[src/rtl/data_mem_arbiter_pkg.sv]
// Shared definitions for the two-port data memory arbiter.
// Includes the FSM encoding, default sizes and port identifiers.
package data_mem_arbiter_pkg;

    localparam int MEM_BYTES_DEF = 16;
    localparam int ADDR_W_DEF    = 32;
    localparam int WORD_W        = 32;

    localparam logic PORT0 = 1'b0;
    localparam logic PORT1 = 1'b1;

    typedef enum logic [1:0] {
        ST_IDLE  = 2'd0,
        ST_ISSUE = 2'd1,
        ST_RESP  = 2'd2
    } arb_state_e;

endpackage

[src/rtl/data_mem_arbiter_rr_pick2.sv]
// Combinational two-way round-robin pick.
// The caller owns the "last granted" register.
module rr_pick2
    import data_mem_arbiter_pkg::*;
(
    input  logic [1:0] req,
    input  logic       last,
    output logic       winner,
    output logic       valid
);

    always_comb begin
        valid  = |req;
        winner = PORT0;
        case (req)
            2'b01:   winner = PORT0;
            2'b10:   winner = PORT1;
            2'b11:   winner = ~last;
            default: winner = PORT0;
        endcase
    end

endmodule

[src/rtl/data_mem_arbiter.sv]
// Round-robin arbiter sharing one single-port data memory between two requesters,
// with one access in flight and range checking before the memory is touched.
//
// state | meaning
// IDLE  | nothing in flight; any request is granted
// ISSUE | memory driven with the latched access (write only if in range)
// RESP  | rvalid to the owner; a new grant may overlap this cycle
module data_mem_arbiter
    import data_mem_arbiter_pkg::*;
#(
    parameter int MEM_BYTES = MEM_BYTES_DEF,
    parameter int ADDR_W    = ADDR_W_DEF,
    parameter int DATA_W    = WORD_W
) (
    input  logic              clk,
    input  logic              rst,
    input  logic [1:0]        req,
    input  logic [1:0]        we,
    input  logic [ADDR_W-1:0] addr0,
    input  logic [ADDR_W-1:0] addr1,
    input  logic [DATA_W-1:0] wdata0,
    input  logic [DATA_W-1:0] wdata1,
    output logic [1:0]        gnt,
    output logic [1:0]        rvalid,
    output logic              rerr,
    output logic [DATA_W-1:0] rdata,
    output logic [ADDR_W-1:0] mem_address,
    output logic [DATA_W-1:0] mem_writeData,
    output logic              mem_MemWrite,
    input  logic [DATA_W-1:0] mem_readData
);

    localparam logic [ADDR_W-1:0] LAST_WORD_ADDR = ADDR_W'(MEM_BYTES - 4);

    arb_state_e        state_q, state_d;
    logic              last_q, last_d;
    logic              port_q, port_d;
    logic              we_q, we_d;
    logic [ADDR_W-1:0] addr_q, addr_d;
    logic [DATA_W-1:0] wdata_q, wdata_d;

    logic pick_port;
    logic pick_valid;
    logic grant_ok;
    logic addr_ok;

    rr_pick2 u_pick (
        .req    (req),
        .last   (last_q),
        .winner (pick_port),
        .valid  (pick_valid)
    );

    // Unsigned compare: addresses near the top of the space are rejected, never wrapped.
    assign addr_ok       = (addr_q <= LAST_WORD_ADDR);
    assign mem_address   = addr_q;
    assign mem_writeData = wdata_q;

    always_comb begin
        state_d      = state_q;
        last_d       = last_q;
        port_d       = port_q;
        we_d         = we_q;
        addr_d       = addr_q;
        wdata_d      = wdata_q;
        gnt          = '0;
        rvalid       = '0;
        rerr         = 1'b0;
        rdata        = '0;
        mem_MemWrite = 1'b0;
        grant_ok     = 1'b0;

        case (state_q)
            ST_IDLE: begin
                grant_ok = pick_valid;
            end
            ST_ISSUE: begin
                mem_MemWrite = addr_ok & we_q;
                state_d      = ST_RESP;
            end
            ST_RESP: begin
                rvalid[port_q] = 1'b1;
                rerr           = ~addr_ok;
                if (addr_ok && !we_q) begin
                    rdata = mem_readData;
                end
                grant_ok = pick_valid;
                state_d  = ST_IDLE;
            end
            default: begin
                state_d = ST_IDLE;
            end
        endcase

        if (grant_ok) begin
            gnt[pick_port] = 1'b1;
            last_d         = pick_port;
            port_d         = pick_port;
            we_d           = we[pick_port];
            addr_d         = (pick_port == PORT1) ? addr1 : addr0;
            wdata_d        = (pick_port == PORT1) ? wdata1 : wdata0;
            state_d        = ST_ISSUE;
        end

        // Reset drops the access in flight and silences every strobe this same cycle.
        if (rst) begin
            state_d      = ST_IDLE;
            gnt          = '0;
            rvalid       = '0;
            rerr         = 1'b0;
            rdata        = '0;
            mem_MemWrite = 1'b0;
        end
    end

    always_ff @(posedge clk) begin
        if (rst) begin
            state_q <= ST_IDLE;
            last_q  <= PORT1;
            port_q  <= PORT0;
            we_q    <= 1'b0;
            addr_q  <= '0;
            wdata_q <= '0;
        end else begin
            state_q <= state_d;
            last_q  <= last_d;
            port_q  <= port_d;
            we_q    <= we_d;
            addr_q  <= addr_d;
            wdata_q <= wdata_d;
        end
    end

endmodule

[config.mk]
export PLATFORM = sky130hd
export DESIGN_NAME = data_mem_arbiter
export DESIGN_NICKNAME = d
export VERILOG_FILES = /design/src/rtl/data_mem_arbiter_pkg.sv /design/src/rtl/data_mem_arbiter_rr_pick2.sv /design/src/rtl/data_mem_arbiter.sv
export SDC_FILE = /design/constraint.sdc
export NUM_CORES = 1
export LEC_CHECK = 0
export ABC_AREA = 1
export CAP_MARGIN = 20
export CORE_AREA = 2 2 104 106
export CTS_CLUSTER_SIZE = 14
export DETAILED_ROUTE_END_ITERATION = 7
export DIE_AREA = 0 0 106 108
export HOLD_SLACK_MARGIN = 0.06
export MAX_ROUTING_LAYER = met4
export PLACE_DENSITY = 0.81
export SLEW_MARGIN = 0
export SYNTH_ARGS = -nofsm -noshare
export SYNTH_HDL_FRONTEND = slang
export SYNTH_HIERARCHICAL = 1
export SYNTH_SLANG_ARGS = --single-unit
[constraint.sdc]
create_clock -name clk -period 1.9 [get_ports clk]
set_clock_uncertainty 0.15 [all_clocks]
set_input_delay 0.475 -clock clk [delete_from_list [all_inputs] [get_ports clk]]
set_output_delay 0.475 -clock clk [all_outputs]
set_load 0.01 [all_outputs]
-- After elaboration in Yosys (flattened, before gate mapping)
Cells that the tools add are included.
- flip-flop bits (word level): 69
- logic and storage cells: 51
- $lt $le $gt $ge: 5
- eq/ne operators: 5
- mux-type cells: 23
- bitwise gates (word level): 3
- reductions and logical operators: 8
- operators with widths (operator ; count):
    two-way mux 32 bit ; 5
    <= comparator 32 x 4 -> 1 bit, second input constant ; 1
    two-way mux 1 bit ; 10
    two-way mux 2 bit ; 4
    == test 2 bit, second input constant ; 3
    OR reduction 2 bit ; 3
    < comparator 1 x 2 -> 1 bit, second input constant ; 2
    case mux 2 bit (2 select lines) ; 1
    logical AND 1 bit ; 3
    demux 1 bit (select 1 bit) ; 2
    == test 2 x 1 -> 1 bit, second input constant ; 1
    >= comparator 1 bit, second input constant ; 2
    logical NOT 2 bit ; 1
    != test 2 bit, second input constant ; 1
    NOT 1 bit ; 2
    case mux 1 bit (2 select lines) ; 1
    AND 1 bit ; 1
    logical NOT 1 bit ; 1

-- Logic depth before layout (Yosys ltp)
Gate-level depths: netlist (run 1).
- word-level depth: 8
- mapped depth: 9
- gate-level depth less buffers: 8

-- Cells and area by module
Netlist (run 1), hierarchy kept.
- by module, submodules not included (module ; times used ; cells each ; area an instance (sq um) ; sequential area each (sq um)):
    data_mem_arbiter ; 1 ; 501 ; 3413.3 ; 1381.3
    rr_pick2 ; 1 ; 3 ; 15.0 ; 0.0

-- Worst setup path before layout (run 1)
Ideal clock, no wire load.
- path kind: in2out
- start point: in req[1]
- end point: out gnt[1]
- arrival time: 1.280 ns
- slack: -0.005 ns
- cell stages on the path: 7
- buffers on the path: 1
- cells stage by stage: inv_1 > a21oi_1 > inv_1 > nor2_2 > buf_4 > nand2_1 > inv_1
- cells in the longest elaborated chain, start to end: 8
- ends and longest elaborated chain (element ; line ; RTL):
    from (decl) ; data_mem_arbiter.sv:17 ; input logic [1:0] req,
    == test 2 bit ; data_mem_arbiter_rr_pick2.sv:15 ; case (req)
    case mux 1 bit (2 select lines) (*) ; data_mem_arbiter_rr_pick2.sv:15 ;
    via pick_port ; data_mem_arbiter.sv:42 ; logic pick_port;
    < comparator 1 x 2 -> 1 bit (not written as such) or >= comparator 1 bit (tied branches) ; data_mem_arbiter.sv:96 ; gnt[pick_port] = 1'b1;
    logical AND 1 bit (not written as such) ; data_mem_arbiter.sv:96 ;
    two-way mux 1 bit (not written as such) ; data_mem_arbiter.sv:96 ;
    demux 1 bit (select 1 bit) (*) ; data_mem_arbiter.sv:96 ;
    two-way mux 2 bit (*) ; data_mem_arbiter.sv:95 ; if (grant_ok) begin
    two-way mux 2 bit (*) ; data_mem_arbiter.sv:106 ; if (rst) begin
    to (decl) ; data_mem_arbiter.sv:23 ; output logic [1:0] gnt,
The timed path passes the listed nets; every way through them passes the cells marked *.

-- Worst setup path after layout (run 1)
- start point: reg addr_q[30], in the netlist mem_address[30]
- end point: out rdata[10]
- cells in the longest elaborated chain, start to end: 5
- ends and longest elaborated chain (element ; line ; RTL):
    from (decl) ; data_mem_arbiter.sv:39 ; logic [ADDR_W-1:0] addr_q, addr_d;
    from (signal assigned) ; data_mem_arbiter.sv:129 ; addr_q <= addr_d;
    <= comparator 32 x 4 -> 1 bit ; data_mem_arbiter.sv:55 ; assign addr_ok = (addr_q <= LAST_WORD_ADDR);
    logical AND 1 bit ; data_mem_arbiter.sv:84 ; if (addr_ok && !we_q) begin
    two-way mux 32 bit ; data_mem_arbiter.sv:84 ;
    two-way mux 32 bit ; data_mem_arbiter.sv:73 ; case (state_q)
    two-way mux 32 bit ; data_mem_arbiter.sv:106 ;
    to (decl) ; data_mem_arbiter.sv:26 ; output logic [DATA_W-1:0] rdata,
Every way passes these cells.

==> results.json, run 1 <==
{
  "avgRoutedWirePerCell_um": 14.79,
  "cts_tree": "yes",
  "synth.top_cell.area_share_pct": 40.29,
  "vias": 4519,
  "critPathRequiredTime_ns": 1.27,
  "p_switching_mw": 1.139,
  "powerDensity_nw_per_um2": 580.5,
  "placed_cells": 921,
  "tightest_slew_ns": 0.4984,
  "ys_seq_area_share_pct": 40.29,
  "clock_path_buffers": 2,
  "final-setup-viol-count": 35,
  "hold_viol": 0,
  "die_area_um2": 11450,
  "ant_nets": 0,
  "cp-end-kind": "output port",
  "area.growth.synth_to_final_pct": 99.60,
  "diodes": 0,
  "rsz0062_at_grt": "yes",
  "antenna_found_initial": 0,
  "relSlewSlack_pct": 66.77,
  "worstPathArrival_ns": 1.74,
  "synth_seq_cells": 69,
  "yosys.area.top_type": "dfxtp_1",
  "grt_pass1_wl_um": 20750,
  "violations": "setup timing",
  "clockPowerShare_pct": 26.4,
  "pin_count": 268,
  "die_h_um": 108,
  "startpoint_type": "flop",
  "fin_crit_sh_pct": 124.5,
  "synth_edf_count": 0,
  "status": "complete, but fails checks",
  "fin_crit_ns": 2.366,
  "worst_slack_ns": -0.4656,
  "nets": 975,
  "max_cap_violations": 0,
  "grt_overflow": 0,
  "fmax_ghz": 0.4227,
  "p_leak_nw": 3.021,
  "critical_path_class": "reg2out",
  "grt_usage_pct": 23.66,
  "clk_pin_slew_ns": 0.07,
  "rows": 37,
  "numCtsBuffers": 9,
  "ir_worst_vdd_mv": 0.4110,
  "cts-root-buf": "clkbuf_8",
  "stdcell_count": 948,
  "yosysUniqueCellTypes": 24,
  "gp_congestion": 0.8165,
  "drtIter0Drc": 265,
  "dp_hpwl_um": 10190,
  "async_flop_share_pct": 0,
  "grt_max_degree": 65,
  "port_buffers": 267,
  "whs_ns": 0.3058,
  "p_comb_share_pct": 32.2,
  "cp_max_fo": 8,
  "core_area_um2": 10230,
  "synth_most_common_cell": "nand2_1",
  "drt-total-wl_um": 14020,
  "cts_sinks": 69,
  "netlist_area_um2": 3428,
  "syn_nets": 670,
  "die_w_um": 106,
  "yosys_warnings": 6,
  "hold_class": "reg2reg",
  "avgViaCountPerCell": 4.767,
  "synth_area_leaders": "dfxtp_1 40%, nand2_1 26%, a31oi_1 11%",
  "p_int_mw": 2.833,
  "ys.flop_type": "dfxtp_1",
  "grt_pass1_vias": 4400,
  "synthTopCellsByCount": "236 x nand2_1, 69 x dfxtp_1, 61 x a31oi_1",
  "seqPwrFrac_pct": 41.5,
  "synth.avg_cell_area_um2": 6.802,
  "first_pass_iters": 5,
  "swShare_pct": 28.68,
  "worstSkewPairLatency_ns": 0.34,
  "syn_inst": 504,
  "layout-drive-gt1-share_pct": 23.03,
  "drc": 0,
  "initial_utilization_pct": 33.51,
  "drv_slew": 0,
  "htreeDepth": 3
}
power by group through the flow:
stage | Combinational, mW | Clock (mW) | Sequential (mW)
floorplan | 0.402 | 0 | 1.73
global placement | 1.22 | 0 | 1.66
detailed placement | 1.24 | 0 | 1.67
CTS | 1.22 | 1.08 | 1.64
global route | 1.37 | 1.15 | 1.66
finish | 1.28 | 1.05 | 1.65
logic make-up (layout without fill, tap and decap cells):
family | Yosys count | in the layout | share of synthesized area (%)
flops | 69 | 69 | 40.29
buf+inv | 64 | 372 | 10.22
compound gates | 72 | 72 | 13.03
simple gates | 299 | 299 | 36.46
placed cells by master (no fill, tap or decap), types with 2 or more instances in the layout:
| cell | Yosys | final |
|---|---|---|
| nor2_2 | 33 | 24 |
| clkbuf_8 | 0 | 11 |
| clkinv_2 | 0 | 2 |
| inv_2 | 3 | 10 |
| dlygate4sd2_1 | 0 | 34 |
| dfxtp_2 | 0 | 12 |
| nor3_4 | 1 | 2 |
| nor2_4 | 1 | 16 |
| clkbuf_16 | 0 | 3 |
| inv_1 | 26 | 18 |
| a21oi_1 | 5 | 3 |
| nor2_1 | 20 | 14 |
| nand2_1 | 236 | 234 |
| nor3_1 | 3 | 2 |
| a31oi_1 | 61 | 61 |
| buf_4 | 7 | 48 |
| buf_6 | 9 | 17 |
| dlymetal6s2s_1 | 0 | 14 |
| buf_12 | 0 | 5 |
| buf_16 | 0 | 2 |
| buf_2 | 13 | 26 |
| dfxtp_1 | 69 | 57 |
| clkdlybuf4s50_1 | 0 | 178 |
| o21ai_0 | 4 | 4 |
| nand2_2 | 0 | 2 |
state kept, by name, summed over array words and instances (netlist names):
name           flops
last_q             1
mem_address       32
we_q               1
mem_writeData     32
port_q             1
state_q            2
area by class of cell:
class / instances / area, um2
fill: 858 / 3388
timing repair buffer: 329 / 3182
multi-input combinational: 371 / 1818
sequential: 69 / 1396
tap: 136 / 170.2
clock buffer: 12 / 155.1
inverter: 29 / 111.4
clock inverter: 2 / 10.01
worst paths after layout:
kind / from / end / slack [ns] / depth (start not counted)
worst max-delay path: mem_address[30]$_SDFFE_PP0P_ / rdata[10] / -0.47 / 9
worst min-delay path: state_q[1]$_SDFFE_PP0P_ / state_q[1]$_SDFFE_PP0P_ / 0.31 / 1
worst max register to register: state_q[0]$_SDFFE_PP0P_ / mem_writeData[19]$_SDFFE_PP0P_ / 0.07 / 10
worst min register to register: state_q[1]$_SDFFE_PP0P_ / state_q[1]$_SDFFE_PP0P_ / 0.31 / 1
per-stage QoR:
stage / TNS (ns) / setup WS [ns] / util, % / total power, mW / instance area, um2
floorplan: 0 / 0.003173 / - / 2.130 / 3432
global placement: -47.51 / -0.7092 / 63.05 / 2.884 / 6451
detailed placement: -52.41 / -0.7284 / 63.05 / 2.911 / 6451
CTS: -15.44 / -0.4783 / 64.07 / 3.949 / 6555
global route: -18.36 / -0.5898 / 66.88 / 4.181 / 6843
finish: -14.16 / -0.4656 / 66.88 / 3.972 / 6843
per-layer routing:
metal | global-route usage, % | wire length [um] | share of wire (%)
met5 | - | 0 | 0
met4 | 10.53 | 309 | 2.2
met3 | 5.666 | 1114 | 7.9
met2 | 44.47 | 7627 | 54
met1 | 23.17 | 4968 | 35
critical path, cell delays in order, from the launching register on:
cell	delay, ns
dfxtp_2	0.33
nor2_2	0.09
and2_1	0.13
nand2_1	0.06
nor2_2	0.15
nand3_2	0.10
buf_4	0.17
clkbuf_16	0.16
nor2_2	0.08
buf_2	0.13
repair_timing:
action | CTS | global route
setup buffers | 4 | 5
pin swaps | 10 | 15
hold buffers | 0 | 0
gates resized for setup | 217 | 58
gates cloned | 2 | 3
endpoints found under the setup margin | 136 | 93
(Power assumes the default switching activity.)
==> inputs of run 2 (changes only) <==
--- a/config.mk
+++ b/config.mk
@@ -7,13 +7,13 @@
 export LEC_CHECK = 0
 export ABC_AREA = 1
 export CAP_MARGIN = 20
-export CORE_AREA = 2 2 104 106
+export CORE_ASPECT_RATIO = 0.6
+export CORE_UTILIZATION = 34
 export CTS_CLUSTER_SIZE = 14
 export DETAILED_ROUTE_END_ITERATION = 7
-export DIE_AREA = 0 0 106 108
 export HOLD_SLACK_MARGIN = 0.06
 export MAX_ROUTING_LAYER = met4
-export PLACE_DENSITY = 0.81
+export PLACE_DENSITY = 0.82
 export SLEW_MARGIN = 0
 export SYNTH_ARGS = -nofsm -noshare
 export SYNTH_HDL_FRONTEND = slang
==> run 2 against run 1 <==
  * The run still ends with setup timing left
  * First-iteration DRC count decreased by 17%
  * Die area decreased by 8.3%
  * Clock-buffer cell count decreased by 3
  * Power increased by 18%
==> results.json, run 2 (synthesized netlist as in run 1, its figures left out) <==
{
  "grt_max_degree": 64,
  "pre_cts_slack_ns": -0.8438,
  "mostFrequentLayoutCell": "nand2_1",
  "worst_slack_ns": -0.4265,
  "grt_pass1_wl_um": 22380,
  "gp_congestion": 0.9446,
  "p_switching_mw": 1.315,
  "relSlewSlack_pct": 64.40,
  "drv_slew": 0,
  "rsz0062_at_grt": "yes",
  "area.growth.synth_to_final_pct": 109.7,
  "numCtsBuffers": 9,
  "grt_overflow": 0,
  "die_h_um": 79.78,
  "diodes": 0,
  "drt-total-wl_um": 15390,
  "violations": "setup timing",
  "cts_tree": "yes",
  "clock_path_buffers": 2,
  "critical_path_class": "reg2out",
  "cts_sinks": 69,
  "hold_path_depth": 2,
  "cp_slowest_cell": "dfxtp_2",
  "path_cells": "inv_2, nand2_2, nor2_2, nand2_2, nor2_4, nand3_4, clkbuf_16, nor2_2, buf_2",
  "fin_crit_sh_pct": 122.4,
  "hold_class": "in2reg",
  "fmax_ghz": 0.4298,
  "p_int_mw": 3.362,
  "cp_max_fo": 8,
  "grt_usage_pct": 28.08,
  "grt_pass1_vias": 4384,
  "hold_start": "rst",
  "layout_common_cells": "231 x nand2_1, 187 x clkdlybuf4s50_1, 61 x a31oi_1, 54 x dfxtp_1, 48 x buf_4",
  "core_area_um2": 9459,
  "cp-end-kind": "output port",
  "port_buffers": 267,
  "tightest_slew_ns": 0.5340,
  "seqPwrFrac_pct": 35.4,
  "vias": 4601,
  "p_leak_nw": 3.020,
  "crit_start": "mem_address[14]$_SDFFE_PP0P_",
  "ir_worst_vdd_mv": 0.4733,
  "die_w_um": 131.6,
  "clk_pin_slew_ns": 0.06,
  "powerDensity_nw_per_um2": 650.4,
  "pin_count": 268,
  "drtIter0Drc": 220,
  "rows": 27,
  "fin_crit_ns": 2.326,
  "die_area_um2": 10500,
  "clockPowerShare_pct": 36.1,
  "swShare_pct": 28.11,
  "reg2reg_from": "state_q[0]$_SDFFE_PP0P_",
  "reg2reg_depth": 11,
  "ant_nets": 0,
  "drc": 0,
  "nets": 980,
  "antenna_found_initial": 0,
  "status": "complete, but fails checks",
  "p_comb_share_pct": 28.6,
  "avgRoutedWirePerCell_um": 16.22,
  "critPathRequiredTime_ns": 1.27,
  "fill_cells": 684,
  "final-setup-viol-count": 37,
  "initial_utilization_pct": 36.24,
  "startpoint_type": "flop",
  "htreeDepth": 3,
  "layout-drive-gt1-share_pct": 25.03,
  "cts-root-buf": "clkbuf_16",
  "post-route-util_pct": 76.02,
  "avgViaCountPerCell": 4.848,
  "max_cap_violations": 0,
  "worstPathArrival_ns": 1.70,
  "max_stage_delay_ns": 0.33,
  "worstSkewPairLatency_ns": 0.33,
  "first_pass_iters": 4,
  "hold_viol": 0,
  "r2r_slack_ns": 0.13,
  "dp_hpwl_um": 10380
}
## run 2: routing by layer
layer  up-vias  GRT usage, %  wire (um)
li1       2228             -          -
met1      2150         32.44       6356
met2       199         47.94       7722
met3        24         8.127       1053
met4         0         7.907        259
met5         -             -          0
## run 2: critical path: cells and delay by family (launching register included)
kind	cells	cell delay, ns
DFF	1	0.33
and+or+nand+nor	6	0.63
buffers and inverters	3	0.41
## run 2: cell type report
| cell class | count | area (um2) | share of cell area, % |
|---|---|---|---|
| Clock inverter | 7 | 72.57 | 1.009 |
| Tap cell | 130 | 162.7 | 2.262 |
| Sequential cell | 69 | 1400 | 19.47 |
| Clock buffer | 9 | 225.2 | 3.132 |
| Inverter | 29 | 116.4 | 1.618 |
| Timing Repair Buffer | 334 | 3333 | 46.35 |
| Multi-Input combinational cell | 371 | 1881 | 26.15 |
## run 2: repair_timing
item | CTS | global route
hold buffers | 0 | 0
setup buffers | 5 | 10
setup endpoints to repair | 138 | 102
cloned | 3 | 4
gates resized for setup | 212 | 98
pin swaps | 11 | 11
## run 2: final timing paths
check / to
min reg2reg: state_q[1]$_SDFFE_PP0P_
max reg2reg: mem_address[15]$_SDFFE_PP0P_
min: state_q[1]$_SDFFE_PP0P_
max: rdata[17]
## run 2: power by group through the flow
stage          sequential, mW  clock (mW)  combinational [mW]
6_report                 1.65        1.69                1.34
5_1_grt                  1.67        1.79                1.43
4_1_cts                  1.65        1.72                1.24
3_5_place_dp             1.67           0                1.23
3_3_place_gp             1.67           0                1.21
2_1_floorplan            1.73           0               0.402
## run 2: through the flow
| step | TNS (ns) | area (um2) | total power [mW] | instances | hold slack, ns |
|---|---|---|---|---|---|
| floorplan | 0 | 3432 | 2.130 | 504 | 0.2609 |
| global placement | -54.99 | 6429 | 2.880 | 913 | 0.2804 |
| detailed placement | -60.25 | 6429 | 2.904 | 913 | 0.2938 |
| CTS | -13.29 | 6669 | 4.602 | 936 | 0.2546 |
| global route | -16.50 | 7191 | 4.892 | 949 | 0.2667 |
| finish | -13.59 | 7191 | 4.677 | 949 | 0.2660 |
